## config.mk

```make
export PLATFORM = sky130hd
export DESIGN_NAME = ghost_painter
export DESIGN_NICKNAME = d
export VERILOG_FILES = /design/src/rtl/ghost_pkg.sv /design/src/rtl/ghost_painter.sv
export SDC_FILE = /design/constraint.sdc
export NUM_CORES = 1
export LEC_CHECK = 0
export ABC_CLOCK_PERIOD_IN_PS = 3700
export BUFFER_PORTS_ARGS = -buffer_cell sky130_fd_sc_hd__buf_2
export CAP_MARGIN = 20
export CORE_ASPECT_RATIO = 1.1
export CORE_MARGIN = 5
export CORE_UTILIZATION = 58
export DETAILED_ROUTE_END_ITERATION = 8
export PLACE_DENSITY_LB_ADDON = 0.12
export SYNTH_ARGS = -nofsm -noshare
export SYNTH_HDL_FRONTEND = slang
export SYNTH_SLANG_ARGS = --single-unit
```

## constraint.sdc

```tcl
create_clock -name clk -period 3.7 [get_ports clk]
set_input_delay 0.925 -clock clk [delete_from_list [all_inputs] [get_ports clk]]
set_output_delay 0.925 -clock clk [all_outputs]
set_load 0.01 [all_outputs]
```

## src/rtl/ghost_pkg.sv

```systemverilog
`timescale 1ns/1ps
// ghost_pkg: shared types and constants for the ghost-piece bitmap painter.
package ghost_pkg;

  // Controller states.
  typedef enum logic [2:0] {
    IDLE  = 3'd0,
    ERASE = 3'd1,
    PAINT = 3'd2,
    CLEAR = 3'd3,
    DONE  = 3'd4
  } state_e;

  // Cell coordinate width of the default configuration.
  localparam int COORD_BITS = 5;
  typedef logic [COORD_BITS-1:0] coord_t;

  // Transparent color code and number of cells in a tetromino.
  localparam logic [1:0] COLOR_CLEAR = 2'b00;
  localparam int         CELLS       = 4;

endpackage : ghost_pkg

```

## src/rtl/ghost_painter.sv

```systemverilog
`timescale 1ns/1ps
// ghost_painter: write-side controller for the ghost-piece bitmap RAM.
// Each start erases the previously painted four cells and paints the new
// four; clear_req sweeps the whole RAM to transparent.
// Optional macro GHOST_CLEAR_ON_RESET_EN: leave reset straight into a sweep.
module ghost_painter
  import ghost_pkg::*;
#(
  parameter int                    COORD_W     = 5,
  parameter int                    ADDR_WIDTH  = 10,
  parameter int                    DATA_WIDTH  = 2,
  parameter int                    BOARD_W     = 10,
  parameter int                    BOARD_H     = 20,
  parameter logic [DATA_WIDTH-1:0] GHOST_COLOR = 2'b01
) (
  input  logic                    clk,
  input  logic                    reset_n,
  input  logic                    start,
  input  logic                    clear_req,
  input  logic [4*COORD_W-1:0]    cell_x,
  input  logic [4*COORD_W-1:0]    cell_y,
  output logic                    we,
  output logic [ADDR_WIDTH-1:0]   addr_w,
  output logic [DATA_WIDTH-1:0]   din,
  output logic                    busy,
  output logic                    done
);

  if (ADDR_WIDTH != 2 * COORD_W) begin : g_bad_cfg
    $error("ghost_painter: ADDR_WIDTH must equal 2*COORD_W");
  end

  localparam logic [DATA_WIDTH-1:0] WR_CLEAR = DATA_WIDTH'(COLOR_CLEAR);

  state_e                  state_q, state_d;
  logic [1:0]              idx_q, idx_d, idx_nx;
  logic [ADDR_WIDTH-1:0]   sweep_q, sweep_d;
  logic [4*COORD_W-1:0]    new_x_q, new_x_d, new_y_q, new_y_d;
  logic [4*COORD_W-1:0]    old_x_q, old_x_d, old_y_q, old_y_d;
  logic [CELLS-1:0]        new_v_q, new_v_d, old_v_q, old_v_d;
  logic                    we_q, we_d, done_q, done_d;
  logic [ADDR_WIDTH-1:0]   addr_q, addr_d;
  logic [DATA_WIDTH-1:0]   din_q, din_d;

  // RAM address of cell i in a packed set: {y, x}.
  function automatic logic [ADDR_WIDTH-1:0] cell_addr(
    input logic [4*COORD_W-1:0] xs,
    input logic [4*COORD_W-1:0] ys,
    input logic [1:0]           i
  );
    return {ys[int'(i)*COORD_W +: COORD_W], xs[int'(i)*COORD_W +: COORD_W]};
  endfunction

  // Cell i of a packed set lies inside the playfield.
  function automatic logic on_board(
    input logic [4*COORD_W-1:0] xs,
    input logic [4*COORD_W-1:0] ys,
    input logic [1:0]           i
  );
    return (int'(xs[int'(i)*COORD_W +: COORD_W]) < BOARD_W) &&
           (int'(ys[int'(i)*COORD_W +: COORD_W]) < BOARD_H);
  endfunction

  assign idx_nx = idx_q + 2'd1;

  // Next state, cell bookkeeping and the next cycle's RAM write.
  always_comb begin
    // NOTE: every variable gets a default first so no path can infer a latch.
    state_d = state_q;
    idx_d   = idx_q;
    sweep_d = sweep_q;
    new_x_d = new_x_q;
    new_y_d = new_y_q;
    new_v_d = new_v_q;
    old_x_d = old_x_q;
    old_y_d = old_y_q;
    old_v_d = old_v_q;
    we_d    = 1'b0;
    addr_d  = addr_q;
    din_d   = din_q;
    done_d  = 1'b0;

    unique case (state_q)
      IDLE: begin
        if (clear_req) begin
          state_d = CLEAR;
          sweep_d = '0;
          we_d    = 1'b1;
          addr_d  = '0;
          din_d   = WR_CLEAR;
          new_v_d = '0;
          old_v_d = '0;
        end else if (start) begin
          state_d = ERASE;
          idx_d   = 2'd0;
          // The previously painted set becomes the one to erase.
          old_x_d = new_x_q;
          old_y_d = new_y_q;
          old_v_d = new_v_q;
          new_x_d = cell_x;
          new_y_d = cell_y;
          new_v_d = '0;
          we_d    = new_v_q[0];
          addr_d  = cell_addr(new_x_q, new_y_q, 2'd0);
          din_d   = WR_CLEAR;
        end
      end

      ERASE: begin
        if (idx_q == 2'd3) begin
          state_d    = PAINT;
          idx_d      = 2'd0;
          we_d       = on_board(new_x_q, new_y_q, 2'd0);
          new_v_d[0] = we_d;
          addr_d     = cell_addr(new_x_q, new_y_q, 2'd0);
          din_d      = GHOST_COLOR;
        end else begin
          idx_d  = idx_nx;
          we_d   = old_v_q[idx_nx];
          addr_d = cell_addr(old_x_q, old_y_q, idx_nx);
          din_d  = WR_CLEAR;
        end
      end

      PAINT: begin
        if (idx_q == 2'd3) begin
          state_d = DONE;
          idx_d   = 2'd0;
          done_d  = 1'b1;
        end else begin
          idx_d           = idx_nx;
          we_d            = on_board(new_x_q, new_y_q, idx_nx);
          new_v_d[idx_nx] = we_d;
          addr_d          = cell_addr(new_x_q, new_y_q, idx_nx);
          din_d           = GHOST_COLOR;
        end
      end

      CLEAR: begin
        if (sweep_q == '1) begin
          state_d = DONE;
          sweep_d = '0;
          done_d  = 1'b1;
        end else begin
          sweep_d = sweep_q + ADDR_WIDTH'(1);
          we_d    = 1'b1;
          addr_d  = sweep_d;
          din_d   = WR_CLEAR;
        end
      end

      DONE: state_d = IDLE;

      default: state_d = IDLE;
    endcase
  end

  // State and output registers with synchronous active-low reset.
  always_ff @(posedge clk) begin
    if (!reset_n) begin
`ifdef GHOST_CLEAR_ON_RESET_EN
      state_q <= CLEAR;
      we_q    <= 1'b1;
`else
      state_q <= IDLE;
      we_q    <= 1'b0;
`endif
      idx_q   <= '0;
      sweep_q <= '0;
      new_x_q <= '0;
      new_y_q <= '0;
      new_v_q <= '0;
      old_x_q <= '0;
      old_y_q <= '0;
      old_v_q <= '0;
      addr_q  <= '0;
      din_q   <= '0;
      done_q  <= 1'b0;
    end else begin
      // NOTE: non-blocking assignments so every flop samples pre-edge values.
      state_q <= state_d;
      idx_q   <= idx_d;
      sweep_q <= sweep_d;
      new_x_q <= new_x_d;
      new_y_q <= new_y_d;
      new_v_q <= new_v_d;
      old_x_q <= old_x_d;
      old_y_q <= old_y_d;
      old_v_q <= old_v_d;
      we_q    <= we_d;
      addr_q  <= addr_d;
      din_q   <= din_d;
      done_q  <= done_d;
    end
  end

  assign we     = we_q;
  assign addr_w = addr_q;
  assign din    = din_q;
  assign done   = done_q;
  assign busy   = (state_q != IDLE);

endmodule : ghost_painter

```

# Word-level counts from Yosys, hierarchy flattened
# Index checks and enable logic that the tools add are counted.
# word_totals
reg_bits	117
out_inout_bits	15
# classes
addsub	2
multipliers	1
order_cmp	6
n_eq_ne	14
shift	4
mux	46
n_bitwise	1
reduce_logical	20
# ops
operator	count
20-bit by 32-bit indexed part select with 5-bit output	3
10-bit two-way mux	7
10-bit one-hot mux with 4 select lines	1
4-bit two-way mux	5
10-bit one-hot mux with 2 select lines	1
20-bit by 6-bit indexed part select with 5-bit output	1
2-bit inequality test (second input constant)	8
3-bit two-way mux	5
2-bit two-way mux	6
3-bit one-hot mux with 4 select lines	1
4-bit AND reduction	3
1-bit two-way mux	11
10-bit by 1-bit adder with 10-bit output (second input constant)	1
10-bit == test (second input constant)	1
5-bit by 4-bit < comparator with 1-bit output (second input constant)	2
5-bit < comparator (second input constant)	2
3-bit AND reduction	3
2-bit one-hot mux with 4 select lines	1
2-bit nonzero test	4
3-bit by 2-bit == test with 1-bit output (second input constant)	2
3-bit one-hot mux with 2 select lines	1
3-bit nonzero test	2
2-bit by 3-bit multiplier with 5-bit output (second input constant)	1
4-bit bitwise mux	1
other kinds (18)	21

# Longest topological paths before layout
# Gate-level depths: netlist of run 1.
# logic_depth
word_depth	8
depth_mapped	11
mapped_depth_nobuf	7

# Worst setup path before layout of run 1
# Ideal clock, no wire load.
# synth_path
path_type	reg-to-reg
startpoint	register idx_q[0]
endpoint	register we_q, in the netlist we
setup_time_ns	0.120
arrival_ns	2.562
t_required_ns	3.580
path_slack_ns	1.019
stages_incl_launch_ff	11
path_buffers	4
period_less_slack_ns	2.681
cell_sequence	dfxtp_1 > clkbuf_8 > buf_2 > inv_1 > ha_1 > buf_6 > buf_6 > mux4_2 > nand2_1 > o211ai_1 > o31a_1
# synth_between
elab_chain_len	7
# synth_lines
element	line	source
start, declared	ghost_painter.sv:36	logic [1:0] idx_q, idx_d, idx_nx;
start signal, assigned	ghost_painter.sv:182	idx_q <= idx_d;
2-bit by 1-bit adder with 2-bit output	ghost_painter.sv:64	assign idx_nx = idx_q + 2'd1;
2-bit by 3-bit multiplier with 5-bit output	ghost_painter.sv:60, ghost_painter.sv:61	
20-bit by 6-bit indexed part select with 5-bit output or 20-bit by 32-bit indexed part select with 5-bit output (tied branches)	ghost_painter.sv:60, ghost_painter.sv:61	
5-bit by 4-bit < comparator with 1-bit output or 5-bit < comparator (tied branches)	ghost_painter.sv:60, ghost_painter.sv:61	
1-bit logical AND	ghost_painter.sv:60	return (int'(xs[int'(i)*COORD_W +: COORD_W]) < BOARD_W) &&
1-bit two-way mux	ghost_painter.sv:126	if (idx_q == 2'd3) begin
1-bit one-hot mux with 4 select lines (*)	ghost_painter.sv:83	unique case (state_q)
end signal, assigned	ghost_painter.sv:190	we_q <= we_d;
end, declared	ghost_painter.sv:41	logic we_q, we_d, done_q, done_d;
# Mark *: on every way between the ends. The rest lies on a longest branch, timed or not. The select of a mux whose other input is x is not followed.
# A chain may end at the register's enable or synchronous reset.

# Worst setup path after layout of run 1
# layout_path
startpoint	register state_q[2]
endpoint	register old_y_q[7]
# layout_between
elab_chain_len	2
# layout_lines
element	line	source
start, declared	ghost_painter.sv:35	state_e state_q, state_d;
start signal, assigned	ghost_painter.sv:181	state_q <= state_d;
3-bit zero test	ghost_painter.sv:83	
3-bit AND reduction (no source line)	--	
end signal, assigned	ghost_painter.sv:188	old_y_q <= old_y_d;
end, declared	ghost_painter.sv:39	logic [4*COORD_W-1:0] old_x_q, old_x_d, old_y_q, old_y_d;
# Every way passes these cells.

==> results of run 1 <==
==> power by group <==
group          internal, mW  switching [mW]
clock network          1.09           0.557
logic                 0.368           0.562
registers              1.35          0.0920
==> metrics by stage <==
| step | hold slack, ns | power (mW) | cell area, um2 |
|---|---|---|---|
| detailed placement | 0.4454 | 2.393 | 5580 |
| global placement | 0.4380 | 2.373 | 5580 |
| global route | 0.4716 | 4.203 | 6181 |
| CTS | 0.4551 | 4.034 | 6181 |
| finish | 0.4519 | 4.021 | 6181 |
| floorplan | 0.4315 | 2.191 | 5348 |
==> registers in the layout (all words and copies together), names as in the netlist <==
signal and flops:
new_x_q 20, new_y_q 20, old_x_q 20, old_y_q 20
addr_w 10, sweep_q 10, new_v_q 4, old_v_q 4
state_q 3, idx_q 2, din 1, done 1
we 1
==> layout make-up <==
| type | instances | area, um2 |
|---|---|---|
| repair buffers | 67 | 385.4 |
| multi-input cells | 445 | 2704 |
| clock buffers | 22 | 473.0 |
| well taps | 114 | 142.6 |
| inverters | 7 | 26.28 |
| fillers | 719 | 2738 |
| flip-flops and latches | 116 | 2322 |
| clock inverters | 10 | 127.6 |
==> worst max path at each step <==
stage	startpoint	depth (start not counted)	to
after floorplan	idx_q[0]$_SDFFE_PN0P_	10	we$_SDFF_PN0_
after global placement	start	5	new_x_q[0]$_SDFFE_PN0P_
after detailed placement	clear_req	5	old_y_q[3]$_SDFFE_PN0P_
after CTS	state_q[2]$_SDFFE_PN0P_	2	busy
after global routing	state_q[2]$_SDFFE_PN0P_	5	old_y_q[7]$_SDFFE_PN0P_
final	state_q[2]$_SDFFE_PN0P_	5	old_y_q[7]$_SDFFE_PN0P_
==> cells by family (layout without fill, tap and decap cells) <==
| group | count (synthesis) | in the layout | synth area share (%) |
|---|---|---|---|
| DFF | 116 | 116 | 43.43 |
| AOI/OAI and AO/OA | 163 | 163 | 18.27 |
| muxes | 24 | 24 | 9.991 |
| buffers and inverters | 54 | 106 | 6.247 |
| other | 1 | 1 | 0.07012 |
| and+or+nand+nor | 243 | 243 | 19.28 |
| xor gates and xnor gates | 8 | 8 | 1.310 |
| adders and majority gates | 6 | 6 | 1.404 |
==> worst max-delay path: cells and delay by family, from the launching register on <==
| kind | cells | cell delay (ns) |
|---|---|---|
| AOI/OAI and AO/OA | 1 | 0.17 |
| buffers and inverters | 1 | 0.44 |
| DFF | 1 | 0.66 |
| and+or+nand+nor | 3 | 1.34 |
==> routing by layer <==
metal	global-route usage [%]	vias up	share of wire [%]
met3	6.167	26	6.1
li1	-	2226	-
met2	38.26	139	49
met4	9.486	0	2.4
met1	31.43	2193	43
met5	0	-	0
==> layout by cell type (no fill, tap or decap), types with 3 or more instances in the layout <==
cell type  instances
nand2_1          184
dfxtp_1          116
a21oi_1          103
buf_2             57
nor2_1            20
o21ai_0           16
clkbuf_16         16
mux4_2            13
mux4_1             8
buf_4              8
xnor2_1            7
inv_1              6
a22o_1             6
ha_1               6
clkinv_2           6
nand3_1            5
a31oi_1            5
clkbuf_8           5
and3_1             4
a22oi_1            4
nor3_1             4
a32o_1             4
a221oi_1           4
nand2b_1           3
nor3b_1            3
nor2b_1            3
a311oi_1           3
nand4_1            3
a222oi_1           3
bufinv_16          3
==> results_dict.tcl, run 1 <==
set metrics [dict create \
    grt_pass1_wl_mm 21.79 \
    gr-usage-all-layers_pct 24.19 \
    endpoint_kind "flip-flop" \
    holdPathStages 2 \
    hold_end "old_x_q[19]$_SDFFE_PN0P_" \
    crit_type "flip-flop to flip-flop" \
    num-nets-final 704 \
    antenna_found_initial 0 \
    clkTransAtPathRegs_ns 0.06 \
    hold_violations 0 \
    cp-start-kind "flip-flop" \
    syn2layout_area_growth_pct 15.58 \
    rsz0062_at_grt "no" \
    ys_top_cells_by_area "dfxtp_1 (43%), nand2_1 (13%), a21oi_1 (9.6%), mux4_2 (5.5%), mux4_1 (3.9%)" \
    yosysSeqAreaShare_pct 43.43 \
    grt-ovfl-total 0 \
    initialDrtViolationCount 303 \
    ys_async_sr_fraction_pct 0 \
    hp-class "flip-flop to flip-flop" \
    initial_core_util_pct 59.96 \
    clock_path_buffers 2 \
    synth_cells 615 \
    synth_area_per_cell_um2 8.695 \
    post_cts_resized 0 \
    ys_ff_latch 116 \
    routed-via-count 4584 \
    core_area_um2 8919 \
    grt_pass1_vias 4391 \
    hp-start "old_x_q[19]$_SDFFE_PN0P_" \
    r2r_cells 5 \
    portBuffers 57 \
    worstPathMaxFanout 50 \
    setup_slack_ns 0.9877 \
    cts_root_buf "clkbuf_8" \
    cp_slowest_cell "or3b_2" \
    synth-edff-count 0 \
    die_w_um 101.6 \
    diodes 0 \
    drt.antenna.violating_nets 0 \
    final_cells 781 \
    ys_types 57 \
    r2r_slack_ns 0.99 \
    crit_chain "or3_1 -> or3b_2 -> buf_4 -> nand2_1 -> a21oi_1" \
    period_minus_slack_ns 2.712 \
    syn_area_um2 5348 \
    yosys_warnings 0 \
    via_per_inst 5.869 \
    clock_latency_ns 0.52 \
    p_leak_nw 2.278 \
    yosys.area.top_type "dfxtp_1" \
    synth_common_cells "nand2_1 (184), dfxtp_1 (116), a21oi_1 (103)" \
    die_h_um 110.7 \
    critPathMaxStageDelay_ns 0.84 \
    fin_skew_ns 0.005216 \
    grt_max_degree 86 \
    reg2reg_from "state_q[2]$_SDFFE_PN0P_" \
    wl_per_cell_um 16.57 \
    fin_tns_setup_ns 0 \
    pre_cts_slack_ns 0.9614 \
    cts_buffers 17 \
    htree_levels 4 \
    drc 0 \
    yosysMostFrequentCell "nand2_1" \
    dieArea_um2 11240 \
    postLayoutCoreUtil_pct 69.30 \
    worst_pin_slew_ns 0.9969 \
    dp.cells 749 \
    io_pins 59 \
    place.gp.congestion 0.8699 \
    drv_cap 0 \
    cts_tree "done" \
    status "finished, final reports clean" \
    dr.pass1.iters 7 \
    wirelength_mm 12.94 \
    cts_hold_repair.buffers 0 \
    clock_sinks 116 \
    slew_viol_final 0 \
    rows 36 \
    crit_required_ns 4.14 \
    reg2reg_to "old_y_q[7]$_SDFFE_PN0P_" \
    clock.fmax_mhz 368.7 \
    drive_gt1_share_pct 18.44 \
    ir_drop_v 0.0003410 \
    cellPowerDensity_nw_per_um2 650.5 \
    setup_violations 0 \
    ys.flop_type "dfxtp_1" \
    arrival_ns 3.16 \
    cts_setup_buffers 0 \
    finalCritPeriodShare_pct 73.31 \
    synth_top_area_share_pct 43.43 \
    place_hpwl_mm 8.450 \
    syn-num-nets 665 \
    maxSlewHeadroom_pct 33.54 \
]
(Power assumes the default switching activity.)
==> run 2: changes to the inputs <==
--- a/config.mk
+++ b/config.mk
@@ -5,12 +5,13 @@
 export SDC_FILE = /design/constraint.sdc
 export NUM_CORES = 1
 export LEC_CHECK = 0
-export ABC_CLOCK_PERIOD_IN_PS = 3700
+export ABC_AREA = 1
+export ABC_CLOCK_PERIOD_IN_PS = 2400
 export BUFFER_PORTS_ARGS = -buffer_cell sky130_fd_sc_hd__buf_2
 export CAP_MARGIN = 20
 export CORE_ASPECT_RATIO = 1.1
 export CORE_MARGIN = 5
-export CORE_UTILIZATION = 58
+export CORE_UTILIZATION = 53
 export DETAILED_ROUTE_END_ITERATION = 8
 export PLACE_DENSITY_LB_ADDON = 0.12
 export SYNTH_ARGS = -nofsm -noshare
==> constraint.sdc (replaced) <==
create_clock -name clk -period 2.4 [get_ports clk]
set_input_delay 0.6 -clock clk [delete_from_list [all_inputs] [get_ports clk]]
set_output_delay 0.6 -clock clk [all_outputs]
set_load 0.01 [all_outputs]
==> run 2 against run 1 <==
Utilization is 6.9 points lower; sequential share of layout area is 1.4 points lower; global-route usage shrank 1.3 points; critical path depth rose by 5; fmax increased by 34%; final cell count rose by 26%; non-clock buffer count up 1; cell area is 3.9% higher; clock-buffer cell count shrank 3; die area grew 12%; power up 64%; sequential power grew 60%; largest cell class unchanged.
==> results_dict.tcl, run 2 <==
set metrics [dict create \
    grt-ovfl-total 0 \
    mostFrequentLayoutCells "nor2_1 (159), nand2_1 (124), o21ai_0 (118)" \
    clkTransAtPathRegs_ns 0.05 \
    arrival_ns 2.30 \
    dr.pass1.iters 5 \
    slew_viol_final 0 \
    grt_pass1_wl_mm 22.88 \
    fin_tns_setup_ns 0 \
    io_pins 59 \
    portBuffers 57 \
    via_per_inst 5.221 \
    routed-via-count 5148 \
    crit_type "flip-flop to flip-flop" \
    place_hpwl_mm 9.609 \
    wirelength_mm 13.73 \
    ys_types 38 \
    yosys.area.top_type "dfxtp_1" \
    clock_path_buffers 2 \
    die_h_um 117.1 \
    cts_buffers 17 \
    power.switching_mw 2.176 \
    p_leak_nw 2.685 \
    yosysMostFrequentCell "nor2_1" \
    htree_levels 4 \
    maxSlewHeadroom_pct 50.96 \
    p_sw_share_pct 33.09 \
    synth-edff-count 0 \
    worstPathMaxFanout 28 \
    cts_setup_buffers 0 \
    ir_drop_v 0.0004920 \
    crit_required_ns 2.67 \
    antenna_found_initial 0 \
    grt_max_degree 53 \
    final_common_cell "nor2_1" \
    clock_latency_ns 0.41 \
    ys.flop_type "dfxtp_1" \
    core_area_um2 10300 \
    p_clk_share_pct 38.8 \
    ys_async_sr_fraction_pct 0 \
    fin_skew_ns 0.006051 \
    rows 39 \
    final_cells 986 \
    drt.antenna.violating_nets 0 \
    comb_power_share_pct 25.9 \
    place.gp.congestion 0.8447 \
    period_minus_slack_ns 2.024 \
    syn_area_um2 5527 \
    num-nets-final 880 \
    wl_per_cell_um 13.92 \
    gr-usage-all-layers_pct 22.87 \
    power.internal_mw 4.400 \
    worst_pin_slew_ns 0.7348 \
    dieArea_um2 12570 \
    endpoint_kind "flip-flop" \
    cts_hold_repair.buffers 0 \
    synth_common_cells "nor2_1 (159), nand2_1 (124), o21ai_0 (118)" \
    cellPowerDensity_nw_per_um2 1024 \
    clock_sinks 116 \
    synth_area_per_cell_um2 6.996 \
    ys_top_cells_by_area "dfxtp_1 (42%), nor2_1 (11%), o21ai_0 (11%), nand2_1 (8.4%), a21oi_1 (5.2%)" \
    ys_ff_latch 116 \
    seqPwrFrac_pct 35.3 \
    finalCritPeriodShare_pct 84.34 \
    cp-start-kind "flip-flop" \
    hp-class "input pin to flip-flop" \
    cts_root_buf "clkbuf_16" \
    rsz0062_at_grt "no" \
    drv_cap 0 \
    yosysSeqAreaShare_pct 42.02 \
    status "finished, final reports clean" \
    hold_violations 0 \
    syn-num-nets 840 \
    drive_gt1_share_pct 14.83 \
    syn2layout_area_growth_pct 16.21 \
    synth_cells 790 \
    diodes 0 \
    initialDrtViolationCount 335 \
    die_w_um 107.4 \
    grt_pass1_vias 4699 \
    post_cts_resized 0 \
    drc 0 \
    setup_violations 0 \
    clock.fmax_mhz 494.0 \
    r2r_slack_ns 0.38 \
    r2r_cells 10 \
    yosys_warnings 0 \
    holdPathStages 3 \
    cts_tree "done" \
    synth_top_area_share_pct 42.02 \
    initial_core_util_pct 53.68 \
    dp.cells 954 \
]
-- run 2: cell types whose count changed after synthesis, sizes merged, moves of 5 or more --
cell	before	now
clkbuf	16	21
buf	31	26
nor2	20	163
mux4	21	0
nand3	5	44
and3	5	0
a22o	6	0
o22ai	0	8
o21ai	19	122
xnor2	7	0
nand2	184	128
inv	6	62
a21oi	103	60
-- run 2: final cells by class --
class	instances	area, um2
fillers	950	3874
multi-input cells	565	2708
flip-flops and latches	116	2322
clock buffers	19	442.9
repair buffers	68	380.4
inverters	62	232.7
well taps	143	178.9
clock inverters	13	157.7
-- run 2: kinds of logic (layout without fill, tap and decap cells) --
logic type / count (synthesis) / count (layout) / synth area share (%)
flops: 116 / 116 / 42.02
buf+inv: 109 / 162 / 8.988
simple gates: 347 / 347 / 26.90
compound gates: 210 / 210 / 20.51
fa+ha+maj: 6 / 6 / 1.358
other cells: 1 / 1 / 0.06785
xor+xnor: 1 / 1 / 0.1585
-- run 2: metal layers --
metal | GRT usage [%] | wire [um]
met1 | 33.08 | 6745
met4 | 7.744 | 196
met5 | 0 | 0
met3 | 4.334 | 742
met2 | 34.50 | 6045
-- run 2: power groups by stage --
stage                     Sequential [mW]  Clock, mW  Combinational, mW
after floorplan                      2.33          0               1.32
after global placement               2.35          0               1.67
after detailed placement             2.36          0               1.69
after CTS                            2.32       2.57               1.70
after global routing                 2.35       2.68               1.94
final                                2.32       2.55               1.70
-- run 2: per-stage QoR --
step | utilization [%] | worst slack, ns | hold slack, ns | cell area, um2 | power (mW)
global route | 62.38 | 0.2021 | 0.4302 | 6422 | 6.978
floorplan | - | 0.2398 | 0.4245 | 5527 | 3.650
finish | 62.38 | 0.3758 | 0.4290 | 6422 | 6.576
CTS | 62.38 | 0.4031 | 0.4207 | 6422 | 6.598
detailed placement | 56.54 | 0.4094 | 0.4436 | 5822 | 4.056
global placement | 56.54 | 0.5244 | 0.4353 | 5822 | 4.026
-- run 2: final timing paths --
kind                                              start                  endpoint
worst max register to register    idx_q[1]$_SDFFE_PN0P_             we$_SDFF_PN0_
worst max-delay path              idx_q[1]$_SDFFE_PN0P_             we$_SDFF_PN0_
worst min-delay path                         cell_y[15]  new_y_q[15]$_SDFFE_PN0P_
worst min register to register  old_y_q[6]$_SDFFE_PN0P_   old_y_q[6]$_SDFFE_PN0P_
-- run 2: critical path, stage by stage, from the launching register on --
cell and delay, ns:
dfxtp_1 0.40, inv_1 0.08, ha_1 0.29, buf_4 0.28
o21ai_0 0.12, o21ai_0 0.27, nand2_1 0.11, nand3_2 0.14
nor2_1 0.05, nor2_1 0.08, nor2_1 0.04
